## src/rtl/wb_stage.sv

```systemverilog
// wb_stage: write-back stage with load alignment, GPR/HI/LO/CP0 write ports and retire tracking
module wb_stage #(
  parameter int CNT_W = 32
) (
  input  logic             cpu_clk_50M,
  input  logic             cpu_rst_n,
  input  logic [4:0]       wb_wa,
  input  logic             wb_wreg,
  input  logic [31:0]      wb_dreg,
  input  logic             wb_mreg,
  input  logic [3:0]       wb_dre,
  input  logic             wb_extendtype,
  input  logic             wb_whilo,
  input  logic [63:0]      wb_hilo,
  input  logic [31:0]      dm_rdata,
  input  logic             wb_cp0_we,
  input  logic [4:0]       wb_cp0_waddr,
  input  logic [31:0]      wb_cp0_wdata,
  input  logic [31:0]      de_pc_i,
  output logic             rf_we,
  output logic [4:0]       rf_wa,
  output logic [31:0]      rf_wd,
  output logic [31:0]      hi_o,
  output logic [31:0]      lo_o,
  output logic             cp0_we,
  output logic [4:0]       cp0_waddr,
  output logic [31:0]      cp0_wdata,
  output logic [31:0]      retired_pc,
  output logic [CNT_W-1:0] retire_cnt,
  output logic             bad_dre
);
  logic [31:0] hi_q, lo_q, load_data;
  logic [7:0] ld_b;
  logic [15:0] ld_h;
  logic is_b, is_h, is_w, retire_ev;
  always_comb begin
    is_b = (wb_dre == 4'b0001) | (wb_dre == 4'b0010) | (wb_dre == 4'b0100) | (wb_dre == 4'b1000);
    is_h = (wb_dre == 4'b0011) | (wb_dre == 4'b1100);
    is_w = wb_dre == 4'b1111;
    ld_b = wb_dre[1] ? dm_rdata[15:8] : wb_dre[2] ? dm_rdata[23:16] : wb_dre[3] ? dm_rdata[31:24] : dm_rdata[7:0];
    ld_h = wb_dre[3] ? dm_rdata[31:16] : dm_rdata[15:0];
    load_data = is_b ? {{24{wb_extendtype & ld_b[7]}}, ld_b} :
                is_h ? {{16{wb_extendtype & ld_h[15]}}, ld_h} :
                is_w ? dm_rdata : 32'h0;
  end
  assign rf_we = wb_wreg & (wb_wa != 5'd0);
  assign rf_wa = wb_wa;
  assign rf_wd = wb_mreg ? load_data : wb_dreg;
  assign hi_o = wb_whilo ? wb_hilo[63:32] : hi_q;
  assign lo_o = wb_whilo ? wb_hilo[31:0] : lo_q;
  assign cp0_we = wb_cp0_we;
  assign cp0_waddr = wb_cp0_waddr;
  assign cp0_wdata = wb_cp0_wdata;
  assign retire_ev = (de_pc_i != 32'h0) & (de_pc_i != retired_pc);
  always_ff @(posedge cpu_clk_50M or negedge cpu_rst_n) begin
    if (!cpu_rst_n) begin
      hi_q <= 32'h0;
      lo_q <= 32'h0;
      retired_pc <= 32'h0;
      retire_cnt <= '0;
      bad_dre <= 1'b0;
    end else begin
      if (wb_whilo) begin
        hi_q <= wb_hilo[63:32];
        lo_q <= wb_hilo[31:0];
      end
      if (retire_ev) begin
        retired_pc <= de_pc_i;
        retire_cnt <= retire_cnt + CNT_W'(1);
      end
      if (wb_mreg & ~(is_b | is_h | is_w)) bad_dre <= 1'b1;
    end
  end
endmodule

```

## config.mk

```make
export PLATFORM = sky130hd
export DESIGN_NAME = wb_stage
export DESIGN_NICKNAME = d
export VERILOG_FILES = /design/src/rtl/wb_stage.sv
export SDC_FILE = /design/constraint.sdc
export NUM_CORES = 1
export LEC_CHECK = 0
export ABC_AREA = 1
export BUFFER_PORTS_ARGS = -buffer_cell sky130_fd_sc_hd__buf_2
export CAP_MARGIN = 20
export CORE_AREA = 10 10 153 155
export CTS_CLUSTER_SIZE = 10
export DETAILED_ROUTE_END_ITERATION = 7
export DIE_AREA = 0 0 163 165
export PLACE_DENSITY = 0.74
export SLEW_MARGIN = 10
export SYNTH_ARGS = -nofsm -noshare
export SYNTH_HDL_FRONTEND = slang
export SYNTH_SLANG_ARGS = --single-unit
```

## constraint.sdc

```tcl
create_clock -name cpu_clk_50M -period 1.7 [get_ports cpu_clk_50M]
set_input_delay 0.085 -clock cpu_clk_50M [delete_from_list [all_inputs] [get_ports cpu_clk_50M]]
set_output_delay 0.085 -clock cpu_clk_50M [all_outputs]
set_load 0.1 [all_outputs]
```

==> results of run 1 <==
[per-stage QoR]
step | worst slack [ns] | setup TNS (ns) | util, % | area (um^2)
after global routing | -0.208 | -10.47 | 66.6 | 13400
after detailed placement | -0.113 | -1.35 | 56.6 | 11400
after global placement | -0.0723 | -0.842 | 56.6 | 11400
final | -0.112 | -3.23 | 66.6 | 13400
after CTS | -0.000892 | -0.000892 | 64.8 | 13100
after floorplan | -0.248 | -1.36 | - | 8220
[sequential cells by signal (all words and copies together) (netlist names)]
register / flops
retired_pc: 32
hi_q: 32
bad_dre: 1
lo_q: 32
retire_cnt: 32
[kinds of logic (layout without fill, tap and decap cells)]
family / count (synthesis) / count (layout) / synth area share [%]
and+or+nand+nor: 506 / 507 / 26.9
adders and majority gates: 1 / 1 / 0.161
muxes: 64 / 64 / 9.29
xor gates and xnor gates: 47 / 47 / 5.31
AOI/OAI and AO/OA: 82 / 82 / 6.76
other: 0 / 1 / 0
buffers and inverters: 148 / 583 / 10.0
DFF: 129 / 129 / 41.6
[synth_stat cells, types with 2 or more instances]
library cell | n | area [um^2]
a21oi_1 | 22 | 110
a21oi_2 | 4 | 35.0
a31oi_1 | 16 | 100
buf_2 | 30 | 150
buf_4 | 44 | 330
buf_6 | 2 | 22.5
clkbuf_1 | 9 | 33.8
dfrtp_1 | 129 | 3230
inv_1 | 58 | 218
inv_2 | 2 | 7.51
mux2_2 | 64 | 721
nand2_1 | 300 | 1130
nand3_1 | 85 | 425
nand4_1 | 7 | 43.8
nor2_1 | 95 | 357
nor3_1 | 7 | 35.0
nor4_1 | 5 | 31.3
o211ai_1 | 21 | 158
o21ai_0 | 3 | 15.0
o21ai_1 | 4 | 20.0
o21ai_2 | 3 | 26.3
o22ai_1 | 8 | 50.1
xnor2_1 | 33 | 289
xor2_1 | 14 | 123
[final cells by class]
cell class                 count  area, um^2  share of cell area [%]
antenna                        1        2.50                  0.0186
clock buffer                  18         439                    3.27
clock inverter                14         133                   0.987
inverter                      62         235                    1.75
multi-input combinational    701        4340                    32.3
sequential                   129        3400                    25.3
tap                          270         338                    2.51
timing repair buffer         489        4550                    33.9
[worst min-delay path by stage]
stage	cells past startpoint	to	startpoint	slack, ns
finish	2	hi_q[12]	cpu_rst_n	0.12
global route	2	hi_q[12]	cpu_rst_n	0.14
CTS	2	hi_q[14]	cpu_rst_n	0.13
detailed placement	1	hi_q[12]	cpu_rst_n	0.03
global placement	1	hi_q[12]	cpu_rst_n	0.03
floorplan	0	bad_dre	cpu_rst_n	-0.21
[report_power, final]
| part | internal, mW | switching, mW |
|---|---|---|
| combinational | 1.55 | 3.12 |
| clock | 2.07 | 1.52 |
| sequential | 3.29 | 0.119 |
[worst max-delay path: stages (launching register included)]
cell and delay [ns]:
dfrtp_4 0.50, xnor2_2 0.15, nand2_1 0.08, nor2_1 0.12, nand2_1 0.09, nor2_2 0.19, nand2_4 0.11, buf_6 0.21
nand3_1 0.13, nand2_1 0.09
[metal layers]
layer	share of wire [%]	vias to the layer above	wire, um	GRT usage, %
met2	51	556	19500	48.4
li1	-	3992	-	-
met1	34	4221	13200	27.5
met3	10	129	3860	10.8
met4	4.9	0	1870	13.5
met5	0	-	0	0
[cells in the final DEF, fill, tap and decap left out, types with 4 or more instances in the layout]
master and count:
clkbuf_16 19, o22ai_1 8, nand2_1 266, nand3_1 82
buf_6 5, buf_12 93, clkbuf_4 13, nor3_1 6
buf_2 243, mux2_2 64, a21oi_2 7, xnor2_1 21
nand4_1 7, clkinvlp_4 5, nand2_2 27, a31oi_4 16
a21oi_1 17, o21ai_1 4, dfrtp_4 37, nor2_1 92
buf_4 34, o211ai_1 21, xnor2_2 12, nand2_4 8
nor2_2 4, dfrtp_1 66, dfrtp_2 26, dlygate4sd3_1 97
inv_1 57, xor2_1 14
[what timing repair did]
action                                 4_1_cts  5_1_grt
pin swaps                                    4       16
cloned                                       1        3
hold buffers                                97        0
gates resized for setup                     12       83
buffers inserted                             3        1
setup endpoints to repair                   61       95
endpoints found under the hold margin      225        0
==> metrics.csv, run 1 <==
metric,value,unit
status,"finished, violations left",
violations,setup timing,
h-tree-depth,4,
grt_setup_unrepaired,true,
rows,52,
yosys_register_bits,129,
grt_usage,27.4,%
hpwl,26000,um
timing.slew.headroom,63.9,%
p_leak,6.34,nW
grt_max_degree,44,
yosys_warnings,0,
ctsRootBufferMaster,clkbuf_16,
nets,1614,
nFillCells,1440,
cp-startpoint,retired_pc[11],
rr_endpoint,retire_cnt[21],
syn_area_per_cell,7.94,um^2
clockBufferDepth,2,
maxCapViolations,0,
period_share,107,%
avgRoutedWirePerCell,22.9,um
ant_nets,0,
first_global_vias,9442,
antenna_found_initial,1,
synthArstFlopShare,100,%
drt_iter0_drc,667,
dr.pass1.iters,6,
drc_errors,0,
ys_seq_area_share,41.6,%
die_w,163,um
r2r_slack,-0.11,ns
place.gp.congestion,0.920,
vias,8898,
setup_viol,64,
path_class,flop to flop,
ir_worst_vdd,0.876,mV
grt-ovfl-total,0,
holdWs,0.120,ns
grt_pass1_wl,56800,um
synth-edff-count,0,
required,2.00,ns
cts-buffers-inserted,17,
hold_path.class,input port to asynchronous set/reset pin,
timing.rr.start,retired_pc[11],
syn_area,7760,um^2
wl,38500,um
cts_sinks,129,
worst_pin_slew,0.546,ns
crit_path_start_kind,flop,
initial_core_util,38.5,%
dieHeight,165,um
synth.net_count,1191,
cp.arrival,2.12,ns
rr_worst_depth,9,
design.core.area,20200,um^2
fin_ws,-0.112,ns
finalCriticalPeriod,1.81,ns
vias_per_cell,5.28,
synth_top_flop_cell,dfrtp_1,
endpoint_kind,flop,
placedCellCount,1547,
fin_total_pwr,11.7,mW
crit_path_end,retire_cnt[21],
drv_slew,0,
crit_path_max_fanout,32,
synth_cell_type_count,36,
syn_inst,977,
syn_to_final_growth,73.2,%
pin_count,418,
clkSlewWorstSetupHoldPaths,0.06,ns
die-area,26900,um^2
fmax,552,MHz
powerDensity,868,nW/um^2
hold_violations,0,
clk_latency,0.43,ns
port_buffers,341,
drive_gt1_share,45.7,%
final_cells,1684,
fin_skew,0.0138,ns
cts_tree,yes,
Note: power is estimated with default switching activity, not from simulation.
==> run 2, diff against run 1 <==
--- a/config.mk
+++ b/config.mk
@@ -12,6 +12,7 @@
 export CTS_CLUSTER_SIZE = 10
 export DETAILED_ROUTE_END_ITERATION = 7
 export DIE_AREA = 0 0 163 165
+export GPL_TIMING_DRIVEN = 0
 export PLACE_DENSITY = 0.74
 export SLEW_MARGIN = 10
 export SYNTH_ARGS = -nofsm -noshare
==> run 2 against run 1 <==
  * The run still ends with setup timing left
  * Final cell count increased by 5.6%
  * Worst setup slack gained 0.00063 ns
  * Cell area shrank 1.8%
  * Total power rose by 0.31%
  * Die area is the same
  * Non-clock buffer count is 94 higher
  * Sequential power is essentially flat
  * Count of clock-buffer cells in the layout shrank 1
  * Hold slack better by 0.0062 ns
  * Combinational power fell by 4%
  * Via count is 3.5% higher
  * Maximum frequency about the same
==> metrics.csv, run 2 (synthesis gave the netlist of run 1 again) <==
metric,value,unit,change
p_clk_share,32.7,%,+1.9 points
syn_to_final_growth,70.1,%,
placedCellCount,1626,,+5.1%
p_leak,6.39,nW,+0.78%
first_global_vias,9649,,+2.2%
cp-startpoint,retired_pc[14],,
grt-ovfl-total,0,,unchanged
finalCriticalPeriod,1.81,ns,-0.000632 ns
avgRoutedWirePerCell,21.2,um,-7.2%
hpwl,26700,um,+2.7%
hold_violations,0,,unchanged
fin_ws,-0.111,ns,+0.000632 ns
design.core.area,20200,um^2,unchanged
holdWs,0.126,ns,+0.00620 ns
fin_util,65.4,%,-1.2 points
setup_viol,65,,+1.6%
port_buffers,378,,+11%
dp_slack,-0.512,ns,-0.399 ns
fin_skew,0.0144,ns,+0.000611 ns
switching_power,5.17,mW,+8.7%
cp_num_cells,10,,+1
h-tree-depth,4,,unchanged
drv_slew,0,,unchanged
vias_per_cell,5.17,,-2.1%
cp_common_cell,nand2_1,,
place.gp.congestion,1.01,,+9.3%
ctsRootBufferMaster,clkbuf_16,,
cts_tree,yes,,
mostFrequentLayoutCells,"buf_2 (355), nand2_1 (290), dlygate4sd3_1 (97), nor2_1 (84), buf_4 (71)",,
critPathBufInv,2,,+1
drc_errors,0,,unchanged
die_w,163,um,unchanged
pwr-share-seq,28.9,%,-0.3 points
nets,1708,,+5.8%
grt_max_degree,86,,+95%
clk_latency,0.43,ns,about the same
clkSlewWorstSetupHoldPaths,0.07,ns,about the same
dieHeight,165,um,unchanged
combinationalPowerShare,38.4,%,-1.6 points
timing.slew.headroom,57.1,%,-6.8 points
path_class,flop to flop,,
cts_sinks,129,,unchanged
timing.rr.start,retired_pc[14],,
worst_pin_slew,0.644,ns,+0.0976 ns
final_cells,1779,,+5.6%
intPower,6.53,mW,-5.5%
grt_pass1_wl,54800,um,-3.6%
grt_usage,26.0,%,-1.3 points
required,2.02,ns,+0.02 ns
grt_setup_unrepaired,true,,
hold_path.class,input port to flop,,
vias,9206,,+3.5%
path_cells,xnor2_2 > nand2_1 > nor2_1 > nand2_1 > nor2_4 > nand2_4 > clkbuf_16 > clkbuf_16 > nand3_1 > nand2_1,,
fmax,552,MHz,about the same
cp.arrival,2.13,ns,about the same
wl,37800,um,-1.9%
period_share,107,%,about the same
ir_worst_vdd,0.926,mV,+5.8%
cpLargestDelayFamily,simple AND/OR/NAND/NOR gates,,
pin_count,418,,unchanged
final_common_cell,buf_2,,
switching_share,44.2,%,+3.4 points
dr.pass1.iters,5,,-1
nFillCells,1544,,+7.2%
antenna_found_initial,2,,+1
violations,setup timing,,
rows,52,,unchanged
cts-buffers-inserted,17,,unchanged
critPathMaxStageDelay,0.50,ns,about the same
r2r_slack,-0.11,ns,about the same
cp_slowest_cell,dfrtp_4,,
clockBufferDepth,2,,unchanged
crit_path_end,retire_cnt[18],,
maxCapViolations,0,,unchanged
rr_endpoint,retire_cnt[18],,
powerDensity,887,nW/um^2,+2.2%
rr_worst_depth,10,,+1
status,"finished, violations left",,
initial_core_util,38.5,%,unchanged
ant_nets,0,,unchanged
crit_path_max_fanout,5,,-84%
seq_area,3400,um^2,unchanged
die-area,26900,um^2,unchanged
drt_iter0_drc,690,,+3.4%
endpoint_kind,flop,,
multi_input_area,4470,um^2,+3.0%
drive_gt1_share,50.2,%,+4.4 points
crit_path_start_kind,flop,,
## run 2: repair_timing
action / in CTS / in global routing
cloned: 2 / 5
pin swaps: 10 / 38
hold buffers: 97 / 0
buffers inserted: 9 / 6
hold endpoints to repair: 140 / 0
resized for setup: 102 / 128
endpoints found under the setup margin: 92 / 96
## run 2: worst reg2reg max path, stage by stage (launching register included)
cell and delay (ns):
dfrtp_4 0.50, xnor2_2 0.14, nand2_1 0.09, nor2_1 0.14, nand2_1 0.11, nor2_4 0.13, nand2_4 0.12, clkbuf_16 0.19
clkbuf_16 0.16, nand3_1 0.07, nand2_1 0.06
## run 2: per-stage QoR
stage                     total power [mW]  area, um^2  TNS, ns
final                                 11.7       13200    -4.58
after CTS                             11.5       12500   -0.730
after detailed placement              7.43       10500   -21.60
after global routing                  12.0       13200   -12.40
after floorplan                       6.60        8220    -1.36
after global placement                7.38       10400  -197.87
## run 2: power by group through the flow
stage	clock network, mW	logic [mW]	registers [mW]
after floorplan	0	2.90	3.69
after global placement	0	3.97	3.41
after detailed placement	0	4.00	3.42
after CTS	3.84	4.34	3.36
after global routing	4.00	4.64	3.40
final	3.83	4.49	3.39
## run 2: how the worst min path moves through the flow
stage           startpoint  depth (start not counted)  slack [ns]        to
2_1_floorplan    cpu_rst_n                          0       -0.21   bad_dre
3_3_place_gp   wb_hilo[12]                          2        0.33  lo_q[12]
3_5_place_dp     cpu_rst_n                          1        0.05  hi_q[14]
4_1_cts          cpu_rst_n                          2        0.16  hi_q[14]
5_1_grt           wb_whilo                          2        0.13  hi_q[31]
6_report          wb_whilo                          2        0.13  lo_q[31]
## run 2: layout make-up
class                   count  area share, %
diodes                      2         0.0379
plain buffers              86           5.28
repair inverters            1         0.0474
well taps                 270           2.56
clock buffers              17           3.22
flip-flops and latches    129           25.8
clock inverters            15           1.39
inverters                  62           1.91
repair buffers            497           25.9
multi-input cells         700           33.9
## run 2: metal layers
layer	wire (um)	vias to the layer above	global-route usage, %
met5	0	-	0
met4	1640	0	11.1
met3	3690	111	9.24
met2	19500	551	47.1
met1	12900	4367	26.7
li1	-	4177	-
